===== src/rtl/tl_pkg.sv =====
`default_nettype none
// ============================================================================
// Package  : tl_pkg
// Brief    : TileLink A-channel opcode encoding, beat size and beat counting
//            shared by the A-channel arbiter and its sub-modules.
// Revision : 1.0 - initial release
// ============================================================================
package tl_pkg;

    typedef enum logic [2:0] {
        PutFull      = 3'd0,
        PutPartial   = 3'd1,
        Arith        = 3'd2,
        Logical      = 3'd3,
        Get          = 3'd4,
        Intent       = 3'd5,
        AcquireBlock = 3'd6,
        AcquirePerm  = 3'd7
    } tl_a_opcode_e;

    localparam int BEAT_BYTES = 16;

    // Number of A beats a message occupies. Only opcodes 0-3 carry data, so
    // opcode bit 2 set means a single header-only beat. Data messages span
    // 2^size bytes split over 16-byte beats.
    function automatic logic [3:0] tl_beats(input logic [2:0] opcode,
                                            input logic [2:0] size);
        logic [3:0] beats;
        beats = 4'd1;
        if (!opcode[2] && (size > 3'd4)) begin
            beats = 4'd1 << (size - 3'd4);
        end
        return beats;
    endfunction

endpackage : tl_pkg
`default_nettype wire


===== src/rtl/rr_arbiter4.sv =====
`default_nettype none
// ============================================================================
// Module   : rr_arbiter4
// Brief    : Combinational 4-way round-robin picker. Grants the first
//            requester found searching upward from the pointer, mod 4.
// Revision : 1.0 - initial release
// ============================================================================
module rr_arbiter4 (
    input  logic [3:0] i_req,
    input  logic [1:0] i_ptr,
    output logic [3:0] o_grant,
    output logic [1:0] o_grant_idx,
    output logic       o_grant_any
);

    logic [1:0] w_idx;

    // Walk offsets from farthest to nearest so the nearest requester wins.
    always_comb begin
        o_grant     = 4'b0000;
        o_grant_idx = 2'd0;
        o_grant_any = 1'b0;
        w_idx       = 2'd0;
        for (int i = 3; i >= 0; i--) begin
            w_idx = i_ptr + 2'(i);
            if (i_req[w_idx]) begin
                o_grant_idx = w_idx;
                o_grant_any = 1'b1;
            end
        end
        if (o_grant_any) begin
            o_grant[o_grant_idx] = 1'b1;
        end
    end

endmodule : rr_arbiter4
`default_nettype wire


===== src/rtl/tilelink_a_arbiter.sv =====
`default_nettype none
// ============================================================================
// Module   : tilelink_a_arbiter
// Brief    : Merges four TileLink A-channel masters into one registered A
//            stream with round-robin arbitration and burst locking; routes
//            D-channel beats back to the requester by source ID.
// Revision : 1.0 - initial release
// ============================================================================
module tilelink_a_arbiter
    import tl_pkg::*;
#(
    parameter int NUM_M  = 4,
    parameter int ADDR_W = 28,
    parameter int DATA_W = 128,
    parameter int SRC_W  = 2
) (
    input  logic                  tilelink_clk_i,
    input  logic                  tilelink_rst_ni,
    input  logic [2:0]            m_a_opcode_i  [NUM_M],
    input  logic [2:0]            m_a_param_i   [NUM_M],
    input  logic [2:0]            m_a_size_i    [NUM_M],
    input  logic [ADDR_W-1:0]     m_a_address_i [NUM_M],
    input  logic [BEAT_BYTES-1:0] m_a_mask_i    [NUM_M],
    input  logic [DATA_W-1:0]     m_a_data_i    [NUM_M],
    input  logic [NUM_M-1:0]      m_a_corrupt_i,
    input  logic [NUM_M-1:0]      m_a_valid_i,
    output logic [NUM_M-1:0]      m_a_ready_o,
    output logic [2:0]            s_a_opcode_o,
    output logic [2:0]            s_a_param_o,
    output logic [2:0]            s_a_size_o,
    output logic [SRC_W-1:0]      s_a_source_o,
    output logic [ADDR_W-1:0]     s_a_address_o,
    output logic [BEAT_BYTES-1:0] s_a_mask_o,
    output logic [DATA_W-1:0]     s_a_data_o,
    output logic                  s_a_corrupt_o,
    output logic                  s_a_valid_o,
    input  logic                  s_a_ready_i,
    input  logic [2:0]            s_d_opcode_i,
    input  logic [2:0]            s_d_param_i,
    input  logic [2:0]            s_d_size_i,
    input  logic [SRC_W-1:0]      s_d_source_i,
    input  logic                  s_d_denied_i,
    input  logic                  s_d_corrupt_i,
    input  logic                  s_d_valid_i,
    input  logic [DATA_W-1:0]     s_d_data_i,
    output logic                  s_d_ready_o,
    output logic [2:0]            m_d_opcode_o  [NUM_M],
    output logic [2:0]            m_d_param_o   [NUM_M],
    output logic [2:0]            m_d_size_o    [NUM_M],
    output logic [NUM_M-1:0]      m_d_denied_o,
    output logic [DATA_W-1:0]     m_d_data_o    [NUM_M],
    output logic [NUM_M-1:0]      m_d_corrupt_o,
    output logic [NUM_M-1:0]      m_d_valid_o,
    input  logic [NUM_M-1:0]      m_d_ready_i
);

    // Control state
    logic                  r_valid;
    logic [SRC_W-1:0]      r_ptr;
    logic                  r_lock;
    logic [SRC_W-1:0]      r_lock_id;
    logic [3:0]            r_cnt;

    // Output payload register
    logic [2:0]            r_opcode;
    logic [2:0]            r_param;
    logic [2:0]            r_size;
    logic [SRC_W-1:0]      r_source;
    logic [ADDR_W-1:0]     r_address;
    logic [BEAT_BYTES-1:0] r_mask;
    logic [DATA_W-1:0]     r_data;
    logic                  r_corrupt;

    logic [NUM_M-1:0]      w_arb_grant;
    logic [SRC_W-1:0]      w_arb_idx;
    logic                  w_arb_any;
    logic                  w_load_en;
    logic [SRC_W-1:0]      w_sel_idx;
    logic                  w_sel_valid;
    logic [NUM_M-1:0]      w_rdy_oh;
    logic                  w_accept;
    logic [3:0]            w_beats;

    rr_arbiter4 u_rr_arbiter4 (
        .i_req       (m_a_valid_i),
        .i_ptr       (r_ptr),
        .o_grant     (w_arb_grant),
        .o_grant_idx (w_arb_idx),
        .o_grant_any (w_arb_any)
    );

    // The output register can take a new beat when empty or being drained.
    assign w_load_en   = !r_valid || s_a_ready_i;

    // A locked burst owns the grant even while its master is idle.
    assign w_sel_idx   = r_lock ? r_lock_id : w_arb_idx;
    assign w_sel_valid = r_lock ? m_a_valid_i[r_lock_id] : w_arb_any;
    assign w_rdy_oh    = r_lock ? (NUM_M'(1) << r_lock_id) : w_arb_grant;

    assign m_a_ready_o = w_rdy_oh & {NUM_M{tilelink_rst_ni && w_load_en}};
    assign w_accept    = tilelink_rst_ni && w_load_en && w_sel_valid;
    assign w_beats     = tl_beats(m_a_opcode_i[w_sel_idx], m_a_size_i[w_sel_idx]);

    // Output-valid flag, round-robin pointer and burst lock/beat counter.
    always_ff @(posedge tilelink_clk_i) begin
        if (!tilelink_rst_ni) begin
            r_valid   <= 1'b0;
            r_ptr     <= '0;
            r_lock    <= 1'b0;
            r_lock_id <= '0;
            r_cnt     <= 4'd0;
        end else begin
            if (w_load_en) begin
                r_valid <= w_accept;
            end
            if (w_accept) begin
                if (r_lock) begin
                    r_cnt <= r_cnt - 4'd1;
                    if (r_cnt == 4'd1) begin
                        r_lock <= 1'b0;
                    end
                end else begin
                    r_ptr <= w_sel_idx + SRC_W'(1);
                    if (w_beats > 4'd1) begin
                        r_lock    <= 1'b1;
                        r_lock_id <= w_sel_idx;
                        r_cnt     <= w_beats - 4'd1;
                    end
                end
            end
        end
    end

    // Payload register; contents only matter while r_valid is set.
    always_ff @(posedge tilelink_clk_i) begin
        if (w_accept) begin
            r_opcode  <= m_a_opcode_i[w_sel_idx];
            r_param   <= m_a_param_i[w_sel_idx];
            r_size    <= m_a_size_i[w_sel_idx];
            r_source  <= w_sel_idx;
            r_address <= m_a_address_i[w_sel_idx];
            r_mask    <= m_a_mask_i[w_sel_idx];
            r_data    <= m_a_data_i[w_sel_idx];
            r_corrupt <= m_a_corrupt_i[w_sel_idx];
        end
    end

    assign s_a_valid_o   = r_valid;
    assign s_a_opcode_o  = r_opcode;
    assign s_a_param_o   = r_param;
    assign s_a_size_o    = r_size;
    assign s_a_source_o  = r_source;
    assign s_a_address_o = r_address;
    assign s_a_mask_o    = r_mask;
    assign s_a_data_o    = r_data;
    assign s_a_corrupt_o = r_corrupt;

    // D channel: broadcast the payload, steer valid by source ID.
    generate
        for (genvar k = 0; k < NUM_M; k++) begin : g_d_route
            assign m_d_valid_o[k]   = s_d_valid_i && (s_d_source_i == SRC_W'(k));
            assign m_d_opcode_o[k]  = s_d_opcode_i;
            assign m_d_param_o[k]   = s_d_param_i;
            assign m_d_size_o[k]    = s_d_size_i;
            assign m_d_denied_o[k]  = s_d_denied_i;
            assign m_d_data_o[k]    = s_d_data_i;
            assign m_d_corrupt_o[k] = s_d_corrupt_i;
        end
    endgenerate

    assign s_d_ready_o = m_d_ready_i[s_d_source_i];

endmodule : tilelink_a_arbiter
`default_nettype wire

===== config.mk =====
export PLATFORM = sky130hd
export DESIGN_NAME = tilelink_a_arbiter
export DESIGN_NICKNAME = d
export VERILOG_FILES = /design/src/rtl/tl_pkg.sv /design/src/rtl/rr_arbiter4.sv /design/src/rtl/tilelink_a_arbiter.sv
export SDC_FILE = /design/constraint.sdc
export NUM_CORES = 1
export LEC_CHECK = 0
export BUFFER_PORTS_ARGS = -buffer_cell sky130_fd_sc_hd__buf_2
export CELL_PAD_IN_SITES_DETAIL_PLACEMENT = 2
export CELL_PAD_IN_SITES_GLOBAL_PLACEMENT = 2
export CORE_AREA = 8 8 630 632
export CTS_BUF_LIST = sky130_fd_sc_hd__clkbuf_4 sky130_fd_sc_hd__clkbuf_8 sky130_fd_sc_hd__clkbuf_16
export DETAILED_ROUTE_END_ITERATION = 8
export DIE_AREA = 0 0 638 640
export PLACE_DENSITY_LB_ADDON = 0.1
export SLEW_MARGIN = 10
export SYNTH_ARGS = -nofsm -noshare
export SYNTH_HDL_FRONTEND = slang
export SYNTH_SLANG_ARGS = --single-unit

===== constraint.sdc =====
create_clock -name tilelink_clk_i -period 14.1 [get_ports tilelink_clk_i]
set_input_delay 1.41 -clock tilelink_clk_i [delete_from_list [all_inputs] [get_ports tilelink_clk_i]]
set_output_delay 1.41 -clock tilelink_clk_i [all_outputs]
set_load 0.05 [all_outputs]

==> summary.md, run 1 <==
The setup TNS after final layout came out at 0 ps. Worst path buffer plus inverter count: 4. The final routed wire length divided by cell count was 25.5 µm. The run gives 0.819 as the routability congestion estimate from global placement. Tracing the worst setup path back leads to its startpoint at m_a_valid_i[0].

The min-delay analysis places its worst path in the category flip-flop to flip-flop. In this run the core area contains 229 standard-cell rows. The initial core utilization was 0.0385; the number of clock buffers inserted by TritonCTS was 25. Across the run, the number of max-cap violations was 0.

The synthesized design contains 194 register bits. Traced cell by cell, the critical path runs through buf_2, nor2b_1, o21ba_1, o31a_2, buf_4, buf_4, buf_12, mux4_2. The run gives 4 as the number of detailed-routing iterations run before antenna repair. Endpoint of the most critical register-to-register path: s_a_data_o[54]. The area growth from synthesis to final layout is 51.8%. The share of post-route cells with drive strength above 1 is 0.791.

In this run the power density over the cells is 172 nW/µm². The run gives 222 as the initial antenna violation count. Once the clock tree was built, the setup fixing pass inserted 0 buffers. The number of enable flip-flop cells after synthesis is 184.

Yosys attributes the largest share of cell area to sky130_fd_sc_hd__edfxtp_1, sky130_fd_sc_hd__buf_4, sky130_fd_sc_hd__mux4_2. For this run, design rule violations remaining after detail routing come to 0. The number of global-route vias before repair is 12619, and the later-pin clock latency in the skew report is 590 ps. The first global-routing pass estimated 201000 µm of wire.

Area of the mapped netlist: 14900 µm². Counting along the longest clock path gives a buffer depth of 3. The nature of the critical path endpoint is a flip-flop. For this run, the leading register cell type out of synthesis is sky130_fd_sc_hd__edfxtp_1.

TritonCTS built the clock tree. The share of the clock period used by the worst path after layout is 0.367. The detail route stage leaves a number of antenna-violating nets equal to 0.

The power share of the sequential group was 0.270. Gates resized during post-CTS repair numbered 0. The total of endpoints with negative setup slack in the final report came out at 0. The critical path is of the primary input to flip-flop type.

By instance count, the cell type seen most on the critical path is sky130_fd_sc_hd__buf_4. The tools report the master cell of the clock root buffer as sky130_fd_sc_hd__clkbuf_16. Number of input and output port buffers inserted: 935. In this design, the largest share of critical-path delay is due to buffers and inverters. Dividing the detail-routed via count by the number of cells gives 1.77. Between clock sinks in the finished design, the worst skew comes to 29.5 ps.

The final number of hold-violating endpoints was 0; the combinational share of power was 0.546. The internal power is 1.98 mW, and the largest stage delay on the critical path is 720 ps. After clock tree synthesis, the flow added hold-fix buffers numbering 0. Global routing finished with a remaining overflow of 0. The die area is 408000 µm², and the routed wire length is 171000 µm. The tools report the number of H-tree levels as 4.

The worst setup path is launched from a primary input. When the netlist entered floorplanning its net count stood at 1976. The tools report the first-iteration detailed-routing DRC count as 613.

Clock-pin slew was measured on the worst setup and hold paths at 80 ps. Counting tap cells, the placed design contains a total of 6631 instances. The floorplan step set the die width to 638 µm. Cell at the slowest stage of the critical path: sky130_fd_sc_hd__o31a_2. The largest fanout of any net on the critical path was 80. The count of different cell masters after synthesis was 46. The run finished with clean final reports. Final hold analysis gives a worst-case slack of 511 ps.

The top cell type's share of synthesized area is 0.371. The worst hold path terminates at s_a_valid_o. Sink count of the clock tree: 194.

The total count of max-transition violations in the final report is 0, and the post-DP HPWL is 152000 µm. VDD sags by at most 0.110 mV. The maximum number of pins on one net before global-route repair came out at 107. The cell count after synthesis came out at 1091.

The run gives 11847 as the number of vias after detailed routing. Setup repair after global routing left no endpoint under its margin. Arrival time reported for the critical path endpoint: 5460 ps. The hold path depth is 2, and the fmax is 194 MHz.

For the worst flop-to-flop path, the logic depth is 7. After filler insertion, the fill cell instance count of the layout stands at 45684. The net switching fraction of the power was 0.492. The startpoint identified for the worst register-to-register timing path is r_lock. The region available for standard cell placement spans 387000 µm².

The fraction of synthesis flops using an asynchronous set or reset pin was 0. For the power dissipated by switching net loads, the log shows 1.92 mW. Of all cell types, the one taking the most synthesized area is sky130_fd_sc_hd__edfxtp_1.

The worst slew slack as a fraction of its limit is 0.248, and the required time reported for the critical path endpoint is 14390 ps. Leakage power total: 7.42 nW. During synthesis, Yosys emitted a total of 0 warnings.

In the final design database the tool counted 2346 nets. The logs give 0.184 for the portion of total power attributed to the clock network and 0.0584 for the final core utilization. The overall routing resource usage was 0.0789. The clock period minus worst slack is 5170 ps, and the non-filler instance count after layout is 6682. Sequential element share of the synthesized area: 0.384. The die is 640 µm tall.

The tools report the beginning of the worst hold path as s_a_valid_o. Transition at the pin with the smallest max-transition slack: 1130 ps. The synthesized area per cell was 13.7 µm². For the I/O pin count, the log shows 1631. Setup slack on the worst reg-to-reg path comes out at 9060 ps.
[worst max path at each step]
stage	end	slack, ps	cells past startpoint
after floorplan	r_cnt[0]	2710	5
after global placement	s_a_data_o[44]	8170	8
after detailed placement	s_a_data_o[44]	8110	8
after CTS	s_a_data_o[54]	8770	7
after global routing	s_a_data_o[114]	8440	7
final	s_a_data_o[54]	8930	8
[sequential cells by signal, summed over array words and instances, names as in the netlist, 2 cells and up]
register,flops
s_a_source_o,2
s_a_address_o,28
s_a_opcode_o,3
r_lock_id,2
s_a_param_o,3
s_a_data_o,128
s_a_mask_o,16
s_a_size_o,3
r_ptr,2
r_cnt,4
[synth_stat cells, drive strengths merged, types with 2 or more instances]
cell type	instances
and3	2
ha	4
o221ai	2
a21boi	4
nand2	20
mux4	180
nor3	6
mux2i	7
o211a	2
a31oi	2
inv	11
a22oi	3
nor4	3
buf	585
nand3	3
o31a	2
nor2	11
nor2b	4
a21oi	7
o21ai	7
nand2b	3
dfxtp	10
edfxtp	184
clkbuf	14
and2	2
[placed cells by master, fill, tap and decap left out, drive strengths merged, types with 4 or more instances in the layout]
cell,count
buf,942
nand2,20
mux2i,7
clkinv,5
clkbuf,26
o21ai,7
nor2b,4
nor2,11
a21boi,4
diode,18
dfxtp,10
mux4,180
nor3,6
inv,11
a21oi,7
ha,4
edfxtp,184
[area by class of cell]
class | count | area, µm² | share of cell area
tap | 5197 | 6500 | 0.288
timing repair buffer | 942 | 4780 | 0.211
sequential | 194 | 5730 | 0.253
antenna | 18 | 45.0 | 0.00199
multi-input combinational | 287 | 4770 | 0.211
clock inverter | 7 | 86.3 | 0.00382
clock buffer | 26 | 651 | 0.0288
inverter | 11 | 53.8 | 0.00238
[worst min-delay path, stage by stage, from the launching register on]
cell and delay [ps]:
sky130_fd_sc_hd__dfxtp_1 310, sky130_fd_sc_hd__nand2b_1 80, sky130_fd_sc_hd__a21boi_0 80
[kinds of logic after synthesis]
family                   after synthesis  synth area share
XOR/XNOR                               1          0.000588
adder cells (fa/ha/maj)                4           0.00336
buffers and inverters                610             0.296
AO/OA/AOI/OAI                         38            0.0199
AND/OR/NAND/NOR                       57            0.0186
flip-flops                           194             0.384
multiplexers                         187             0.277
[per-stage QoR]
| stage | cell area [µm²] | total power, mW | setup WS, ps |
|---|---|---|---|
| after floorplan | 14900 | 2.83 | 2710 |
| after global placement | 21800 | 3.31 | 8170 |
| after detailed placement | 21800 | 3.31 | 8110 |
| after CTS | 22600 | 4.10 | 8770 |
| after global routing | 22600 | 4.12 | 8440 |
| final | 22600 | 3.90 | 8930 |
[per-layer routing]
layer,vias to the layer above,global-route usage,part of all wire
met3,546,0.0346,0.10
met5,-,0,0.0033
met2,1235,0.167,0.58
met4,82,0.0260,0.045
li1,4260,-,-
met1,5724,0.0617,0.27
[power groups by stage]
stage / logic, mW / registers (mW) / clock network, mW
after floorplan: 1.26 / 1.56 / 0
after global placement: 2.22 / 1.08 / 0
after detailed placement: 2.24 / 1.08 / 0
after CTS: 2.25 / 1.07 / 0.784
after global routing: 2.27 / 1.07 / 0.779
final: 2.13 / 1.05 / 0.716
Note: power is estimated with default switching activity, not from simulation.
==> inputs of run 2 (changes only) <==
Clock period 14.1 ns to 4.8 ns, I/O delays scaled along.
==> run 2 against run 1 <==
Clock power increased to 2.9 times the previous value. Utilization about the same. Critical endpoint is now s_a_data_o[52]. Hold slack got worse by 270 ps. Power increased to 2.9 times the previous value.
==> summary.md, run 2 (synthesis gave the netlist of run 1 again) <==
The flow ran to the end, and the final reports show no timing, DRC or antenna violations. Among cell families on the critical path, the largest total delay comes from buffers and inverters. The number of gates given a new drive strength after cts was 0 (unchanged); the largest fanout of any net on the critical path was 73 (-8.8%).

Leaving out fill and tap cells, the most frequent cell in the layout is sky130_fd_sc_hd__buf_2. The number of detailed-routing iterations run before antenna repair came out at 4 (unchanged). The transition at the pin with the smallest max-transition slack works out to 1090 ps (-35.8 ps). Compared with the post-synthesis result, the final layout area differs by 53.0%. The global-route wire length before repair came out at 182000 µm (-9.4%). Ratio of routed vias to standard cells: 1.71 (-3.7%). The post-placement cell count was 6646 (+0.23%); the worst setup slack after placement was 928 ps (-7180 ps). The share of the clock period used by the worst path after layout is 0.783, and the count of buffers added by post-CTS timing repair for setup is 0 (unchanged). The post-placement cell area came out at 22000 µm² (+0.57%). Number of buffers inserted by hold repair at cts: 0 (unchanged).

The run gives 0 (unchanged) as the total of endpoints with negative setup slack in the final report. For the count of standard-cell rows, the log shows 229 (unchanged). STA classifies the critical path startpoint as a flip-flop. The worst slew slack as a fraction of its limit was 0.272 (+0.0239). For the non-filler instance count after layout, the log shows 6716 (+0.51%).

For the sink count of the clock tree, the log shows 194 (unchanged). The initial antenna violation count came out at 177 (-20%). The run gives 5110 ps (-9280 ps) as the required time reported for the critical path endpoint. TritonCTS built the clock tree. The first-iteration detailed-routing DRC count is 607 (-0.98%), and the fmax is 266 MHz. Traced cell by cell, the critical path runs through inv_1, o21ai_0, o31a_2, buf_4, buf_12, mux4_2. For the initial core utilization, the log shows 0.0385 (unchanged). The final number of hold-violating endpoints is 0 (unchanged). The tools report the number of global-route vias before repair as 12579 (-0.32%). The total DRC errors in the routed layout is 0 (unchanged).

In the layout the commonest cells are sky130_fd_sc_hd__buf_2, sky130_fd_sc_hd__edfxtp_1, sky130_fd_sc_hd__mux4_2. The later-pin clock latency in the skew report is 550 ps (-40 ps), and the routability congestion estimate from global placement is 0.778 (-5.0%). Setup repair after global routing left no endpoint under its margin. The flip-flop count of the largest register, all copies and words added came out at 128 (unchanged). The number of input and output port buffers inserted works out to 935 (unchanged).

The logs give 25 (unchanged) for the number of clock buffers inserted by TritonCTS and 7.50 nW (+1.0%) for the leakage power total. For the maximum number of pins on one net before global-route repair, the log shows 90 (-16%). Maximum buffer depth of the clock tree: 3 (unchanged). For the final non-filler cell area, the log shows 22800 µm² (+0.79%). Remaining antenna violation count: 0 (unchanged).

The peak supply drop was 0.355 mV (+220%); the maximum clock skew at final layout was 27.9 ps (-1.62 ps). The power density of the placed cells is 502 nW/µm² (+190%), and the number of H-tree levels is 4 (unchanged). The largest stage delay on the critical path was 740 ps (+20 ps); the remaining global-route overflow was 0 (unchanged).

The width of the die works out to 638 µm (unchanged). The number of nets in the final layout came out at 2361 (+0.64%). The worst hold path belongs to the class primary input to flip-flop. The total count of max-transition violations in the final report is 0 (unchanged), and the CTS clock-pin slew for the worst setup and hold paths is 100 ps (+20 ps). Core region area: 387000 µm² (unchanged). The final routed wire length divided by cell count was 22.7 µm (-11%); the layout filler cell count was 45715 (+0.068%). The tools report the number of vias after detailed routing as 11465 (-3.2%). Master cell of the clock root buffer: sky130_fd_sc_hd__clkbuf_16. For the I/O pin count, the log shows 1631 (unchanged). The clock period minus worst slack was 3760 ps. Setup TNS after final layout: 0 ps (unchanged). The tools report the die area as 408000 µm² (unchanged). The tools report the number of maximum-capacitance violations as 0 (unchanged).

The worst setup path is captured at a flip-flop. The logs give 1040 ps (-7890 ps) for the worst setup margin and 137000 µm (-10%) for the post-DP HPWL. The share of post-route cells with drive strength above 1 is 0.793 (+0.00265), and the routed wire length is 152000 µm (-11%).

Cell at the slowest stage of the critical path: sky130_fd_sc_hd__dfxtp_1. The worst path buffer plus inverter count came out at 3 (-1). The vertical extent of the die is 640 µm (unchanged). The run gives 0.0703 (-0.00860) as the overall routing resource usage.

The tools report the arrival time reported for the critical path endpoint as 4070 ps (-1390 ps). By startpoint and endpoint, the worst setup path is classified as flip-flop to flip-flop.
-- run 2: final timing paths --
kind	start	end	slack, ps	cells after the start
max	r_lock	s_a_data_o[52]	1040	6
min	s_a_ready_i	s_a_valid_o	250	3
max reg2reg	r_lock	s_a_data_o[52]	1040	6
min reg2reg	r_cnt[2]	r_cnt[2]	520	2
-- run 2: metrics by stage --
stage	hold WS, ps	power (mW)	utilization
after floorplan	457	8.26	-
after global placement	531	9.78	0.0567
after detailed placement	515	9.79	0.0567
after CTS	177	12.1	0.0586
after global routing	229	12.2	0.0587
final	246	11.4	0.0589
-- run 2: routing by layer --
layer / vias to the layer above / track usage / wire length, µm
li1: 4314 / - / -
met1: 5606 / 0.0586 / 42600
met2: 1063 / 0.147 / 88400
met3: 438 / 0.0285 / 15300
met4: 44 / 0.0210 / 5740
met5: - / 0 / 332
-- run 2: layout make-up --
| class | count | area [µm²] | area share |
|---|---|---|---|
| flip-flops and latches | 194 | 5730 | 0.251 |
| repair buffers | 957 | 4910 | 0.215 |
| well taps | 5197 | 6500 | 0.285 |
| multi-input cells | 287 | 4770 | 0.209 |
| clock inverters | 6 | 106 | 0.00467 |
| inverters | 11 | 53.8 | 0.00236 |
| clock buffers | 26 | 633 | 0.0278 |
| diodes | 38 | 95.1 | 0.00417 |
-- run 2: worst reg2reg max path, delay by kind of cell, from the launching register on --
kind                   cells  cell delay (ps)
DFF                        1              740
AOI/OAI and AO/OA          2              530
muxes                      1              980
buffers and inverters      3             1280
-- run 2: report_power, final --
group	leakage, nW	switching, mW	internal [mW]	total, mW
sequential	1.84	0.357	2.68	3.04
combinational	5.30	4.22	2.11	6.33
clock	0.361	0.971	1.11	2.08
